[src/rtl/vga_frame_sequencer.sv]
// Frame-synchronous phase/mode sequencer for the VGA pattern datapath.
// Define SEQ_AUTOCYCLE_EN to enable dwell-based automatic mode cycling.
module vga_frame_sequencer #(
    parameter int PHASE_W      = 10,
    parameter int NUM_MODES    = 4,
    parameter int MODE_W       = 2,
    parameter int DWELL_FRAMES = 120,
    parameter int VSYNC_POL    = 0
) (
    input  logic               i_clk,
    input  logic               i_rst_n,
    input  logic               i_vsync,
    input  logic               i_btn_pause,
    input  logic               i_btn_step,
    input  logic               i_btn_mode,
    input  logic [1:0]         i_speed,
    output logic [PHASE_W-1:0] o_phase,
    output logic [MODE_W-1:0]  o_mode,
    output logic               o_frame_tick,
    output logic               o_paused
);

    typedef enum logic {
        RUN    = 1'b0,
        PAUSED = 1'b1
    } state_t;

    localparam logic VSYNC_ACTIVE = (VSYNC_POL != 0);

    // Button vectors are ordered {mode, step, pause}
    logic               r_vsyncQ;
    logic               r_tick;
    logic [2:0]         r_btnMeta;
    logic [2:0]         r_btnSync;
    logic [2:0]         r_btnPrev;
    logic [2:0]         r_pend;
    state_t             r_state;
    state_t             w_nextState;
    logic [PHASE_W-1:0] r_phase;
    logic [MODE_W-1:0]  r_mode;
    logic               w_vsyncEdge;
    logic [2:0]         w_btnRise;
    logic               w_advance;
    logic               w_modeAdvance;
    logic [PHASE_W-1:0] w_stepSize;

    assign w_vsyncEdge = (i_vsync == VSYNC_ACTIVE) && (r_vsyncQ != VSYNC_ACTIVE);
    assign w_btnRise   = r_btnSync & ~r_btnPrev;
    assign w_stepSize  = PHASE_W'(1) << i_speed;

    // vsync_q starts at the active level so a vsync already active at release is not an edge
    always_ff @(posedge i_clk or negedge i_rst_n) begin
        if (!i_rst_n) begin
            r_vsyncQ <= VSYNC_ACTIVE;
            r_tick   <= 1'b0;
        end else begin
            r_vsyncQ <= i_vsync;
            r_tick   <= w_vsyncEdge;
        end
    end

    // A new edge in the tick cycle survives the clear, so it is served by the next frame
    always_ff @(posedge i_clk or negedge i_rst_n) begin
        if (!i_rst_n) begin
            r_btnMeta <= '0;
            r_btnSync <= '0;
            r_btnPrev <= '0;
            r_pend    <= '0;
        end else begin
            r_btnMeta <= {i_btn_mode, i_btn_step, i_btn_pause};
            r_btnSync <= r_btnMeta;
            r_btnPrev <= r_btnSync;
            r_pend    <= (r_tick ? 3'b000 : r_pend) | w_btnRise;
        end
    end

    always_comb begin
        w_nextState = r_state;
        if (r_tick && r_pend[0]) begin
            w_nextState = (r_state == RUN) ? PAUSED : RUN;
        end
    end

    always_ff @(posedge i_clk or negedge i_rst_n) begin
        if (!i_rst_n) begin
            r_state <= RUN;
        end else begin
            r_state <= w_nextState;
        end
    end

    // A step request while running is absorbed into the normal advance
    assign w_advance = r_tick && ((w_nextState == RUN) || r_pend[1]);

    always_ff @(posedge i_clk or negedge i_rst_n) begin
        if (!i_rst_n) begin
            r_phase <= '0;
        end else if (w_advance) begin
            r_phase <= r_phase + w_stepSize;
        end
    end

`ifdef SEQ_AUTOCYCLE_EN
    localparam int DWELL_W = (DWELL_FRAMES > 1) ? $clog2(DWELL_FRAMES) : 1;

    logic [DWELL_W-1:0] r_dwell;
    logic               w_dwellExpire;

    assign w_dwellExpire = r_tick && (w_nextState == RUN) &&
                           (r_dwell == DWELL_W'(DWELL_FRAMES - 1));
    assign w_modeAdvance = r_tick && (r_pend[2] || w_dwellExpire);

    // Manual mode changes restart the dwell; the count freezes while paused
    always_ff @(posedge i_clk or negedge i_rst_n) begin
        if (!i_rst_n) begin
            r_dwell <= '0;
        end else if (r_tick) begin
            if (r_pend[2] || w_dwellExpire) begin
                r_dwell <= '0;
            end else if (w_nextState == RUN) begin
                r_dwell <= r_dwell + DWELL_W'(1);
            end
        end
    end
`else
    assign w_modeAdvance = r_tick && r_pend[2];
`endif

    always_ff @(posedge i_clk or negedge i_rst_n) begin
        if (!i_rst_n) begin
            r_mode <= '0;
        end else if (w_modeAdvance) begin
            r_mode <= (r_mode == MODE_W'(NUM_MODES - 1)) ? '0 : r_mode + MODE_W'(1);
        end
    end

    assign o_phase      = r_phase;
    assign o_mode       = r_mode;
    assign o_frame_tick = r_tick;
    assign o_paused     = (r_state == PAUSED);

endmodule

[config.mk]
export PLATFORM = sky130hd
export DESIGN_NAME = vga_frame_sequencer
export DESIGN_NICKNAME = d
export VERILOG_FILES = /design/src/rtl/vga_frame_sequencer.sv
export SDC_FILE = /design/constraint.sdc
export NUM_CORES = 1
export LEC_CHECK = 0
export CORE_ASPECT_RATIO = 0.7
export CORE_MARGIN = 4
export CORE_UTILIZATION = 35
export CTS_BUF_LIST = sky130_fd_sc_hd__clkbuf_16
export DETAILED_ROUTE_END_ITERATION = 10
export HOLD_SLACK_MARGIN = 0.08
export MAX_ROUTING_LAYER = met4
export PLACE_DENSITY = 0.68
export SETUP_SLACK_MARGIN = 0.05
export SKIP_LAST_GASP = 1
export SYNTH_ARGS = -nofsm -noshare
export SYNTH_HDL_FRONTEND = slang
export SYNTH_SLANG_ARGS = --single-unit
[constraint.sdc]
create_clock -name i_clk -period 2.1 [get_ports i_clk]
set_input_delay 0.42 -clock i_clk [delete_from_list [all_inputs] [get_ports i_clk]]
set_output_delay 0.42 -clock i_clk [all_outputs]
set_load 0.005 [all_outputs]
# After elaboration in Yosys (flattened, before gate mapping)
# Index checks and enable logic that the tools add are counted.
[word_totals] output_inout_bits=14 regBits=27
[op_classes] bitwise_logic=5 n_addsub=2 shifts=1 n_reduce_logical=5 eq_ne=1 mux=4
[op_table] operator="$add 10x10->10" count=1
[op_table] operator="$shl 1x2->10 const A" count=1
[op_table] operator="$logic_and 1x1->1" count=4
[op_table] operator="$and 3x3->3" count=1
[op_table] operator="$mux 3" count=1
[op_table] operator="$not 3->3" count=1
[op_table] operator="$or 3x3->3" count=1
[op_table] operator="$add 2x1->2 const B" count=1
[op_table] operator="$eq 2x2->1 const B" count=1
[op_table] operator="$mux 1" count=2
[op_table] operator="$mux 2" count=1
[op_table] operator="$not 1->1" count=2
[op_table] operator="$logic_or 1x1->1" count=1

# Longest topological paths before layout
[logic_depth] word_depth=5 ltp_mapped=8 ltp_nobuf=8

# Worst setup path before layout
# OpenSTA, ideal clock, no wires.
[synth_timing] path_kind="input -> register" from="input port i_speed[0]" to="register r_phase[6], in the netlist o_phase[6]" setup_ps=124 setup_slack_ps=152 cell_stages=8 t_arrival_ps=1824 t_required_ps=1976 path_cell_list="nor2_1 > ha_1 > inv_1 > fa_1 > nand2b_1 > o2bb2ai_1 > or3_1 > xnor2_1"
[synth_between] elab_chain_cells=2
[synth_lines] item="from (decl)" line_no="16" rtl="input logic [1:0] i_speed,"
[synth_lines] item="$shl 1x2->10" line_no="49" rtl="assign w_stepSize = PHASE_W'(1) << i_speed;"
[synth_lines] item="$add 10x10->10" line_no="99" rtl="r_phase <= r_phase + w_stepSize;"
[synth_lines] item="to (signal assigned)" line_no="99"
[synth_lines] item="to (decl)" line_no="39" rtl="logic [PHASE_W-1:0] r_phase;"
# Every way passes these cells.
# A chain may end at the register's enable or synchronous reset.

# Worst setup path after layout
# Same ends and word-level chain as after synthesis.

==> results.txt <==
----------------------------------------------------
[Logic synthesis]
  Syn Nets ... 103
  Mapped Avg Cell Area ... 12.8 um2
  Synth top area share ... 59.4%
  Most area-consuming cells after synthesis ... sky130_fd_sc_hd__dfrtp_1 59%, sky130_fd_sc_hd__ha_1 5.5%, sky130_fd_sc_hd__xor2_1 5.4%, sky130_fd_sc_hd__inv_1 3.0%, sky130_fd_sc_hd__nor4b_2 2.6%
  Post-synthesis instance area ... 0.00114 mm2
  Cell count after synthesis ... 89
  Proportion of synthesized chip area in sequential cells ... 59.4%
  Count of state elements after synthesis ... 27
  Cell taking the most area after synthesis ... sky130_fd_sc_hd__dfrtp_1
  Ys Warns ... 0
  Number of distinct standard cells referenced by the synthesized netlist ... 27

[Power]
  Power after layout ... 0.00169 W
  Power per cell area ... 1140 mW/mm2
  Reported leakage power ... 0.681 nW
  Peak supply drop ... 0.490 mV

[Timing]
  Post-route fraction of the period consumed by the critical path ... 90.7%
  Hold_ws ... 350 ps
  Rel. slew slack ... 62.7%
  Worst-case clock skew ... 2.60 ps
  Hold violation total from the final report ... 0
  Final Critical Period ... 1900 ps
  Setup Viol. Count Final ... 0
  Setup repair after global routing missed its margin ... false
  Transition time at the pin with the least slew margin ... 560 ps
  Fmax achieved ... 525 MHz
  Final count of pins violating max slew ... 0

[Floorplan]
  X dimension of the die ... 76.1 um
  FP Rows ... 17
  Floorplan die area ... 0.00424 mm2
  I/O pin total ... 22
  Initial core utilization ... 36.4%
  Vertical die dimension ... 55.7 um
  Floorplan core area ... 0.00313 mm2

[GRT]
  Largest net degree at the start of global routing ... 28
  Remaining global-route overflow ... 0
  First-pass GRT wire length ... 3000 um
  Number of antenna violations at the first check in global routing ... 0
  Vias in the first global route ... 693
  Overall Global Routing Usage ... 8.78%

[Setup path]
  Arrival time at the worst endpoint ... 2050 ps
  Critical Path RT ... 2240 ps
  Startpoint-to-endpoint class of the critical path ... input pin to flip-flop
  CP Launch Type ... input pin
  Maximum fanout along the worst path ... 4
  Critical path endpoint category ... flip-flop

[Clocking]
  Clock buffer count from CTS ... 3
  Clock tree from TritonCTS ... yes
  # clock sinks ... 27
  Clock slew at reported path FFs ... 60 ps
  CTS H-tree depth ... 1
  Worst-skew pair later-pin latency ... 260 ps
  Maximum clock path buffer count ... 2
  CTS Root Buffer Type ... sky130_fd_sc_hd__clkbuf_16

[Drt]
  Via-to-Cell Ratio ... 4.51
  Total number of vias ... 695
  Final routed DRC violation total ... 0
  Final routed wirelength across all metal layers ... 1730 um
  Post-detailed-route wirelength per cell ... 11.2 um
  First drt pass iteration count ... 4
  Initial DRC count ... 10
  Remaining antenna violation count ... 0

[Final layout]
  FF+latch area ... 676 um2
  Most common library cell in the layout ignoring fill and taps ... sky130_fd_sc_hd__dfrtp_1
  Area occupied by multi-input gates ... 422 um2
  Number of standard cells in the layout, taps in and fillers out ... 154
  Number of nets at the end of the flow ... 131
  Commonest non-fill, non-tap cells in the layout ... 27 x sky130_fd_sc_hd__dfrtp_1, 19 x sky130_fd_sc_hd__clkdlybuf4s50_1, 9 x sky130_fd_sc_hd__inv_1
  Utilization after layout ... 47.5%
  Fraction of layout instances using a drive strength above 1 ... 16.4%
  Number of fillers in the final layout ... 283
  Diode count ... 0
  Area overhead of the layout relative to synthesis ... 30.5%
  Final Cell Area ... 0.00148 mm2

[Placed design]
  Area after DPL ... 0.00141 mm2
  Half-perimeter wire length after detailed placement ... 1330 um
  Dpl cells ... 150
  Buffers added on ports ... 21
  Global placer's final weighted congestion ... 0.711

[Hold path]
  Worst min-delay path class ... flip-flop to flip-flop

[Run]
  Maximum capacitance violations ... 0

[Outcome]
  Status ... complete, no violations

----------------------------------------------------
-- layout make-up --
type / count / area share [%]
inverters: 9 / 2.28
well taps: 38 / 3.20
repair buffers: 24 / 15.0
clock inverters: 1 / 0.506
clock buffers: 3 / 5.06
multi-input cells: 52 / 28.4
flip-flops and latches: 27 / 45.5
-- per-layer routing --
metal  share of wire [%]  wire [um]  global-route usage [%]  vias up
li1                    -          -                       -      351
met1                  50        861                    10.7      324
met2                  43        737                    13.4       18
met3                 7.1        122                    3.88        2
met4                0.46          8                    2.24        0
met5                   0          0                       -        -
-- sequential cells by signal, summed over array words and instances (netlist names) --
name	flops
r_btnMeta	3
o_paused	1
o_phase	10
r_btnPrev	3
o_frame_tick	1
r_vsyncQ	1
o_mode	2
r_pend	3
r_btnSync	3
-- synthesized netlist by cell type --
| master | n |
|---|---|
| sky130_fd_sc_hd__dfrtp_1 | 27 |
| sky130_fd_sc_hd__inv_1 | 9 |
| sky130_fd_sc_hd__xor2_1 | 7 |
| sky130_fd_sc_hd__nand2_1 | 6 |
| sky130_fd_sc_hd__ha_1 | 5 |
| sky130_fd_sc_hd__o21ai_0 | 4 |
| sky130_fd_sc_hd__nor2_1 | 3 |
| sky130_fd_sc_hd__o22ai_1 | 3 |
| sky130_fd_sc_hd__xnor2_1 | 3 |
| sky130_fd_sc_hd__mux2_2 | 2 |
| sky130_fd_sc_hd__nand2b_1 | 2 |
| sky130_fd_sc_hd__nor2b_1 | 2 |
| sky130_fd_sc_hd__nor4b_2 | 2 |
| sky130_fd_sc_hd__a211o_1 | 1 |
| sky130_fd_sc_hd__a21o_1 | 1 |
| sky130_fd_sc_hd__a21oi_2 | 1 |
| sky130_fd_sc_hd__and2_1 | 1 |
| sky130_fd_sc_hd__buf_6 | 1 |
| sky130_fd_sc_hd__fa_1 | 1 |
| sky130_fd_sc_hd__nand4_1 | 1 |
| sky130_fd_sc_hd__nor3_1 | 1 |
| sky130_fd_sc_hd__nor3_2 | 1 |
| sky130_fd_sc_hd__nor3b_2 | 1 |
| sky130_fd_sc_hd__o21a_1 | 1 |
| sky130_fd_sc_hd__o21ai_2 | 1 |
| sky130_fd_sc_hd__o2bb2ai_1 | 1 |
| sky130_fd_sc_hd__or3_1 | 1 |
-- where the power goes --
| group | internal (W) | leakage (nW) | total (W) | switching, W |
|---|---|---|---|---|
| Sequential | 0.000631 | 0.329 | 0.000738 | 0.000107 |
| Combinational | 0.000329 | 0.314 | 0.000531 | 0.000202 |
| Clock | 0.000258 | 0.0371 | 0.000424 | 0.000165 |
-- path summary, 6_finish.rpt --
path                                             start                endpoint  slack (ps)  cells past startpoint
worst min register to register  r_btnMeta[2]$_DFF_PN0_  r_btnSync[2]$_DFF_PN0_         350                      0
worst min-delay path            r_btnMeta[2]$_DFF_PN0_  r_btnSync[2]$_DFF_PN0_         350                      0
worst max register to register  o_phase[0]$_DFFE_PN0P_  o_phase[6]$_DFFE_PN0P_         200                      7
worst max-delay path                        i_speed[0]  o_phase[6]$_DFFE_PN0P_         200                      9
max in group asynchronous                      i_rst_n  r_btnPrev[2]$_DFF_PN0_        1320                      2
min in group asynchronous                      i_rst_n  o_phase[5]$_DFFE_PN0P_         530                      2
-- worst max-delay path, stage by stage --
cell                        delay [ps]
sky130_fd_sc_hd__clkbuf_2          110
sky130_fd_sc_hd__nor2_1            120
sky130_fd_sc_hd__ha_2              180
sky130_fd_sc_hd__inv_1              60
sky130_fd_sc_hd__fa_2              390
sky130_fd_sc_hd__nand2b_1          150
sky130_fd_sc_hd__o2bb2ai_1         130
sky130_fd_sc_hd__or3_1             360
sky130_fd_sc_hd__xnor2_1           130
-- repair_timing --
action,in CTS,in global routing
resized for setup,2,6
hold buffers,0,0
setup endpoints to repair,6,2
buffers inserted,0,0
pin swaps,1,5
-- logic make-up after synthesis --
kind of cell | Yosys count | share of synthesized area, %
AO/OA/AOI/OAI | 13 | 7.81
XOR/XNOR | 10 | 7.70
adder cells (fa/ha/maj) | 6 | 7.26
buffers and inverters | 10 | 3.96
flip-flops | 27 | 59.4
multiplexers | 2 | 1.98
AND/OR/NAND/NOR | 21 | 11.9
-- through the flow --
step           setup TNS, ps  setup slack [ps]
2_1_floorplan              0               152
3_3_place_gp           -1560              -327
3_5_place_dp           -2080              -396
4_1_cts                    0              84.9
5_1_grt                    0              96.2
6_report                   0               195
Note: power is estimated with default switching activity, not from simulation.
